### src/rtl/uart_ctrl_pkg.sv
// Shared types and constants for the UART transmit arbiter: FSM states,
// UART register map and the strobe bundle driven onto the UART component.
package uart_ctrl_pkg;

  typedef enum logic [2:0] {
    ST_IDLE,
    ST_SETUP,
    ST_WRITE,
    ST_SETTLE,
    ST_POLL,
    ST_GAP
  } state_t;

  localparam logic [2:0] UART_ADDR_CTRL = 3'b000;
  localparam logic [2:0] UART_ADDR_TX   = 3'b010;
  localparam int         UART_BUSY_BIT  = 1;

  // Active-low strobes plus register address, decoded as one unit per state.
  typedef struct packed {
    logic       cs;
    logic       rd;
    logic       wr;
    logic [2:0] addr;
  } uart_strobe_t;

  localparam uart_strobe_t STROBE_IDLE = '{cs: 1'b1, rd: 1'b1, wr: 1'b1, addr: UART_ADDR_CTRL};

endpackage

### src/rtl/uart_tx_arbiter_if.sv
// Requester handshake, status and UART component bus for uart_tx_arbiter.
// master = the arbiter, slave = requesters plus the UART component.
interface uart_tx_arbiter_if;

  logic [1:0]  req_valid;
  logic [15:0] req_data;
  logic [1:0]  req_ready;
  logic        busy;
  logic        grant_id;
  logic        timeout_err;
  logic        err_clr;
  logic        uart_cs;
  logic        uart_rd;
  logic        uart_wr;
  logic [2:0]  uart_addr;
  logic [7:0]  uart_in_data;
  logic [7:0]  uart_out_data;

  modport master (
    input  req_valid, req_data, err_clr, uart_out_data,
    output req_ready, busy, grant_id, timeout_err,
           uart_cs, uart_rd, uart_wr, uart_addr, uart_in_data
  );

  modport slave (
    output req_valid, req_data, err_clr, uart_out_data,
    input  req_ready, busy, grant_id, timeout_err,
           uart_cs, uart_rd, uart_wr, uart_addr, uart_in_data
  );

endinterface

### src/rtl/uart_rr_arb.sv
// Two-way round-robin arbiter: the requester that did not win last time
// takes priority on contention; a lone requester always wins.
module uart_rr_arb (
  input  logic [1:0] i_req,
  input  logic       i_last,
  output logic [1:0] o_grant
);

  always_comb begin
    o_grant = 2'b00;
    case (i_req)
      2'b01:   o_grant = 2'b01;
      2'b10:   o_grant = 2'b10;
      2'b11:   o_grant = i_last ? 2'b01 : 2'b10;
      default: o_grant = 2'b00;
    endcase
  end

endmodule

### src/rtl/uart_tx_arbiter.sv
// Arbitrates two byte sources onto one UART_Component: writes the byte to the
// TX register, then polls the busy bit until clear or until POLL_LIMIT polls.
module uart_tx_arbiter
  import uart_ctrl_pkg::*;
#(
  parameter int POLL_LIMIT = 4096
) (
  input logic              clock,
  input logic              reset,
  uart_tx_arbiter_if.master bus
);

  localparam int CNT_W = $clog2(POLL_LIMIT + 1);

  state_t             r_state;
  state_t             w_next;
  logic               r_grant_id;
  logic [7:0]         r_hold;
  logic [CNT_W-1:0]   r_poll_cnt;
  logic               r_timeout_err;

  logic [1:0]         w_grant;
  logic               w_accept;
  logic               w_timeout;
  logic               w_uart_busy;
  uart_strobe_t       w_strobe;

  uart_rr_arb u_arb (
    .i_req   (bus.req_valid),
    .i_last  (r_grant_id),
    .o_grant (w_grant)
  );

  assign w_uart_busy = bus.uart_out_data[UART_BUSY_BIT];

  // NOTE: sequential state uses non-blocking assignments so every register
  // samples pre-edge values, independent of process ordering.
  always_ff @(posedge clock or negedge reset) begin
    if (!reset) r_state <= ST_IDLE;
    else        r_state <= w_next;
  end

  always_comb begin
    // NOTE: defaults first so no branch leaves an output unassigned (no latch).
    w_next    = r_state;
    w_strobe  = STROBE_IDLE;
    w_accept  = 1'b0;
    w_timeout = 1'b0;
    case (r_state)
      ST_IDLE: begin
        if (|w_grant) begin
          w_accept = 1'b1;
          w_next   = ST_SETUP;
        end
      end
      ST_SETUP: begin
        w_strobe.cs   = 1'b0;
        w_strobe.addr = UART_ADDR_TX;
        w_next        = ST_WRITE;
      end
      ST_WRITE: begin
        w_strobe.cs   = 1'b0;
        w_strobe.wr   = 1'b0;
        w_strobe.addr = UART_ADDR_TX;
        w_next        = ST_SETTLE;
      end
      ST_SETTLE: begin
        // Address held from the write so data/address stay stable past wr.
        w_strobe.cs   = 1'b0;
        w_strobe.addr = UART_ADDR_TX;
        w_next        = ST_POLL;
      end
      ST_POLL: begin
        w_strobe.cs   = 1'b0;
        w_strobe.rd   = 1'b0;
        w_strobe.addr = UART_ADDR_CTRL;
        w_next        = w_uart_busy ? ST_GAP : ST_IDLE;
      end
      ST_GAP: begin
        w_strobe.cs   = 1'b0;
        w_strobe.addr = UART_ADDR_CTRL;
        if (r_poll_cnt == CNT_W'(POLL_LIMIT)) begin
          w_timeout = 1'b1;
          w_next    = ST_IDLE;
        end else begin
          w_next = ST_POLL;
        end
      end
      default: w_next = ST_IDLE;
    endcase
  end

  // NOTE: the hold byte is a single register, not a memory, so it takes a
  // reset value; it is visible on uart_in_data straight out of reset.
  always_ff @(posedge clock or negedge reset) begin
    if (!reset) begin
      r_grant_id    <= 1'b1;
      r_hold        <= 8'h00;
      r_poll_cnt    <= '0;
      r_timeout_err <= 1'b0;
    end else begin
      if (w_accept) begin
        r_grant_id <= w_grant[1];
        r_hold     <= w_grant[1] ? bus.req_data[15:8] : bus.req_data[7:0];
      end
      if (r_state == ST_SETTLE)
        r_poll_cnt <= '0;
      else if (r_state == ST_POLL && w_uart_busy)
        r_poll_cnt <= r_poll_cnt + CNT_W'(1);
      // A timeout in the same cycle as err_clr must leave the flag set.
      if (w_timeout)        r_timeout_err <= 1'b1;
      else if (bus.err_clr) r_timeout_err <= 1'b0;
    end
  end

  assign bus.req_ready    = w_accept ? w_grant : 2'b00;
  assign bus.busy         = (r_state != ST_IDLE);
  assign bus.grant_id     = r_grant_id;
  assign bus.timeout_err  = r_timeout_err;
  assign bus.uart_cs      = w_strobe.cs;
  assign bus.uart_rd      = w_strobe.rd;
  assign bus.uart_wr      = w_strobe.wr;
  assign bus.uart_addr    = w_strobe.addr;
  assign bus.uart_in_data = r_hold;

endmodule

### src/flat_wrapper.sv
// flat-port wrapper written by rule: the top's interface ports become plain ports
module uart_tx_arbiter_flat import uart_ctrl_pkg::*;
#(
  parameter int POLL_LIMIT = 4096
)
  (clock, reset, bus_req_valid, bus_req_data, bus_err_clr, bus_uart_out_data, bus_req_ready, bus_busy, bus_grant_id, bus_timeout_err, bus_uart_cs, bus_uart_rd, bus_uart_wr, bus_uart_addr, bus_uart_in_data);
  uart_tx_arbiter_if bus_i ();
  input logic clock;
  input logic reset;
  input wire logic [$bits(bus_i.req_valid)-1:0] bus_req_valid;
  input wire logic [$bits(bus_i.req_data)-1:0] bus_req_data;
  input wire logic [$bits(bus_i.err_clr)-1:0] bus_err_clr;
  input wire logic [$bits(bus_i.uart_out_data)-1:0] bus_uart_out_data;
  output wire logic [$bits(bus_i.req_ready)-1:0] bus_req_ready;
  output wire logic [$bits(bus_i.busy)-1:0] bus_busy;
  output wire logic [$bits(bus_i.grant_id)-1:0] bus_grant_id;
  output wire logic [$bits(bus_i.timeout_err)-1:0] bus_timeout_err;
  output wire logic [$bits(bus_i.uart_cs)-1:0] bus_uart_cs;
  output wire logic [$bits(bus_i.uart_rd)-1:0] bus_uart_rd;
  output wire logic [$bits(bus_i.uart_wr)-1:0] bus_uart_wr;
  output wire logic [$bits(bus_i.uart_addr)-1:0] bus_uart_addr;
  output wire logic [$bits(bus_i.uart_in_data)-1:0] bus_uart_in_data;
  assign bus_i.req_valid = bus_req_valid;
  assign bus_i.req_data = bus_req_data;
  assign bus_i.err_clr = bus_err_clr;
  assign bus_i.uart_out_data = bus_uart_out_data;
  assign bus_req_ready = bus_i.req_ready;
  assign bus_busy = bus_i.busy;
  assign bus_grant_id = bus_i.grant_id;
  assign bus_timeout_err = bus_i.timeout_err;
  assign bus_uart_cs = bus_i.uart_cs;
  assign bus_uart_rd = bus_i.uart_rd;
  assign bus_uart_wr = bus_i.uart_wr;
  assign bus_uart_addr = bus_i.uart_addr;
  assign bus_uart_in_data = bus_i.uart_in_data;
  uart_tx_arbiter #(.POLL_LIMIT(POLL_LIMIT)) u_core (.clock(clock), .reset(reset), .bus(bus_i));
endmodule
### config.mk
export PLATFORM = sky130hd
export DESIGN_NAME = uart_tx_arbiter_flat
export DESIGN_NICKNAME = d
export VERILOG_FILES = /design/src/rtl/uart_ctrl_pkg.sv /design/src/rtl/uart_tx_arbiter_if.sv /design/src/rtl/uart_rr_arb.sv /design/src/rtl/uart_tx_arbiter.sv /design/src/flat_wrapper.sv
export SDC_FILE = /design/constraint.sdc
export NUM_CORES = 1
export LEC_CHECK = 0
export CAP_MARGIN = 20
export CORE_MARGIN = 1
export CORE_UTILIZATION = 43
export DETAILED_ROUTE_END_ITERATION = 8
export PLACE_DENSITY = 0.77
export SKIP_CTS_REPAIR_TIMING = 1
export SYNTH_ARGS = -nofsm -noshare
export SYNTH_HDL_FRONTEND = slang
export SYNTH_SLANG_ARGS = --single-unit
### constraint.sdc
create_clock -name clock -period 3.7 [get_ports clock]
set_input_delay 1.11 -clock clock [delete_from_list [all_inputs] [get_ports clock]]
set_output_delay 1.11 -clock clock [all_outputs]
set_load 0.01 [all_outputs]
==> run_results.csv <==
group,metric,value,unit
clock_tree,root_buffer,"clkbuf_4",
timing,fin_crit_sh,0.972,
yosys,synthesis.area,1400,um^2
drt,vias,1220,
drt,wl_per_cell,13.2,um
worst_hold_path,hold_path.class,"register to register",
timing,setup_viol,0,
pwr,clockPowerShare,0.172,
clock_tree,cts_max_path_buffers,2,
placed_design,io_buffers,38,
worst_hold_path,min_to,"u_core.bus.uart_in_data[7]",
pwr,intPower,0.744,mW
die,core,3080,um^2
placed_design,post_dp_cell_area,1840,um^2
timing,fin_worst_skew,4.66,ps
placed_design,place_hpwl,2.35,mm
die,placementRows,20,
timing,grt_setup_unrepaired,"no",
finish,nets,224,
finish,area_growth_syn_to_layout,35.4,%
pwr,power.density,599,nW/um^2
finish,antenna_cells,0,
drt,drc_errors,0,
die,die_h,59.0,um
finish,final_area,1890,um^2
clock_tree,clock_sinks,26,
drt,drtAntennaViolNets,0,
yosys,async_flop_share,1.00,
worst_setup_path,worst_setup_path_end_kind,"output port",
die,die_w,59.0,um
finish,nFillCells,273,
worst_setup_path,reg2regPathDepth,4,
global_route,grt_pass1_vias,1242,
pwr,irDropWorstVdd,0.000391,V
timing,period_minus_slack,3600,ps
clock_tree,cts_tree,"yes",
yosys,synth_cell_types,39,
drt,wl,3.10,mm
worst_setup_path,worstPathArrival,2490,ps
finish,drive_above_1_share,0.0895,
worst_setup_path,crit_type,"input port to output port",
worst_hold_path,hp-start,"u_core.bus.uart_in_data[7]",
timing,tns,0,ps
timing,worst_pin_slew,847,ps
pwr,combPwrFrac,0.449,
clock_tree,clk_latency,320,ps
timing,final_max_slew_viol_count,0,
pwr,power,1.13,mW
global_route,grt_max_degree,20,
worst_setup_path,reg2reg_slack,1690,ps
worst_setup_path,path_max_fanout,3,
die,initial_core_util,0.454,
clock_tree,numCtsBuffers,3,
worst_setup_path,cp-start-kind,"input port",
global_route,grt_pass1_wl,5.39,mm
finish,final_common_cell,"clkdlybuf4s50_1",
drt,first_iter_violations,45,
global_route,grt_overflow,0,
worst_setup_path,worstPathRequired,2590,ps
yosys,synth_ff_type,"dfrtp_1",
yosys,synthCells,148,
pwr,p_leak,0.797,nW
global_route,grt_util_all_layers,0.203,
timing,finalHoldViolCount,0,
finish,final_cell_mix,"clkdlybuf4s50_1, dfrtp_1, nand2_1",
yosys,synth-seq-cells,26,
pwr,switching_share,0.343,
worst_setup_path,r2r-start,"u_core.r_state[1]",
yosys,yosys_warnings,0,
timing,max_freq,278,MHz
die,die-area,3480,um^2
yosys,syn_avg_cell_area,9.43,um^2
placed_design,gp_congestion,0.854,
clock_tree,cts_max_level,1,
timing,slew_headroom,0.434,
yosys,synth-edff-count,0,
worst_hold_path,worst_hold_path.num_cells,2,
drt,via_per_inst,5.21,
job,drv_cap,0,
drt,dr.pass1.iters,4,
global_route,antenna_found_initial,0,
yosys,ys_seq_area_frac,0.467,
die,pin_count,48,
clock_tree,cts.clk_slew.worst_paths,140,ps
worst_setup_path,rr_endpoint,"u_core.r_poll_cnt[12]",
pwr,p_sw,0.388,mW
run_status,status,"finished clean",
pwr,power_frac_seq,0.379,
==> kinds of logic (layout without fill, tap and decap cells) <==
| kind of cell | after synthesis | after routing | synth area share |
|---|---|---|---|
| AO/OA/AOI/OAI | 30 | 30 | 0.131 |
| XOR/XNOR | 11 | 11 | 0.0690 |
| adder cells (fa/ha/maj) | 4 | 4 | 0.0358 |
| buffers and inverters | 15 | 56 | 0.0520 |
| flip-flops | 26 | 26 | 0.467 |
| multiplexers | 1 | 1 | 0.0107 |
| other | 1 | 2 | 0.00269 |
| AND/OR/NAND/NOR | 60 | 60 | 0.232 |
==> Yosys cell counts, types with 2 or more instances <==
library cell / n / area [um^2]
nand3_1: 3 / 15.0
nor4_1: 4 / 25.0
clkbuf_1: 3 / 11.3
ha_1: 4 / 50.1
a21oi_1: 5 / 25.0
o21ai_0: 8 / 40.0
xnor2_1: 8 / 70.1
and2_1: 2 / 12.5
dfrtp_1: 25 / 626
a21boi_1: 2 / 15.0
o22ai_1: 9 / 56.3
nand4_1: 4 / 25.0
nor2_1: 14 / 52.6
buf_4: 2 / 15.0
o21a_1: 2 / 15.0
nand2_1: 17 / 63.8
inv_1: 8 / 30.0
nor3_1: 5 / 25.0
xor2_1: 3 / 26.3
==> sequential cells by signal, indices dropped and copies added (netlist names) <==
register and cells:
u_core.bus.grant_id 1, u_core.r_state 3, u_core.bus.uart_in_data 8, u_core.bus.timeout_err 1
u_core.r_poll_cnt 13
==> critical path, stage by stage <==
cell and delay (ps):
clkdlybuf4s50_1 500, a21boi_1 210, and2_1 150, clkdlybuf4s50_1 520
==> worst max path at each step <==
stage | endpoint | cells past startpoint | start
finish | bus_req_ready[1] | 4 | bus_req_valid[1]
global route | bus_req_ready[0] | 4 | bus_req_valid[0]
CTS | bus_req_ready[1] | 4 | bus_req_valid[1]
detailed placement | bus_req_ready[1] | 4 | bus_req_valid[1]
global placement | bus_req_ready[0] | 4 | bus_req_valid[0]
floorplan | bus_req_ready[1] | 2 | bus_req_valid[1]
==> through the flow <==
stage | worst slack [ps] | std cells | utilization | hold slack, ps
global route | 7.56 | 234 | 0.614 | 532
global placement | 137 | 230 | 0.597 | 466
finish | 104 | 234 | 0.614 | 501
detailed placement | 107 | 230 | 0.597 | 475
floorplan | 851 | 149 | - | 514
CTS | 105 | 234 | 0.614 | 507
==> routing by layer <==
layer | global-route usage | vias up | wire length (um) | part of all wire
li1 | - | 599 | - | -
met1 | 0.244 | 575 | 1370 | 0.44
met3 | 0.0306 | 10 | 101 | 0.033
met5 | 0 | - | 0 | 0
met4 | 0.102 | 0 | 66 | 0.021
met2 | 0.352 | 36 | 1560 | 0.50
==> final cells by class <==
class | count | area, um^2 | share of cell area
multi-input cells | 108 | 676 | 0.357
flip-flops and latches | 26 | 652 | 0.345
repair buffers | 44 | 425 | 0.225
well taps | 44 | 55.1 | 0.0291
clock inverters | 1 | 30.0 | 0.0159
inverters | 8 | 30.0 | 0.0159
clock buffers | 3 | 22.5 | 0.0119
==> power by group through the flow <==
stage	Combinational, mW	Clock, mW	Sequential, mW
floorplan	0.242	0	0.444
global placement	0.497	0	0.428
detailed placement	0.512	0	0.436
CTS	0.514	0.200	0.430
global route	0.572	0.208	0.443
finish	0.508	0.195	0.429
Note: power is estimated with default switching activity, not from simulation.
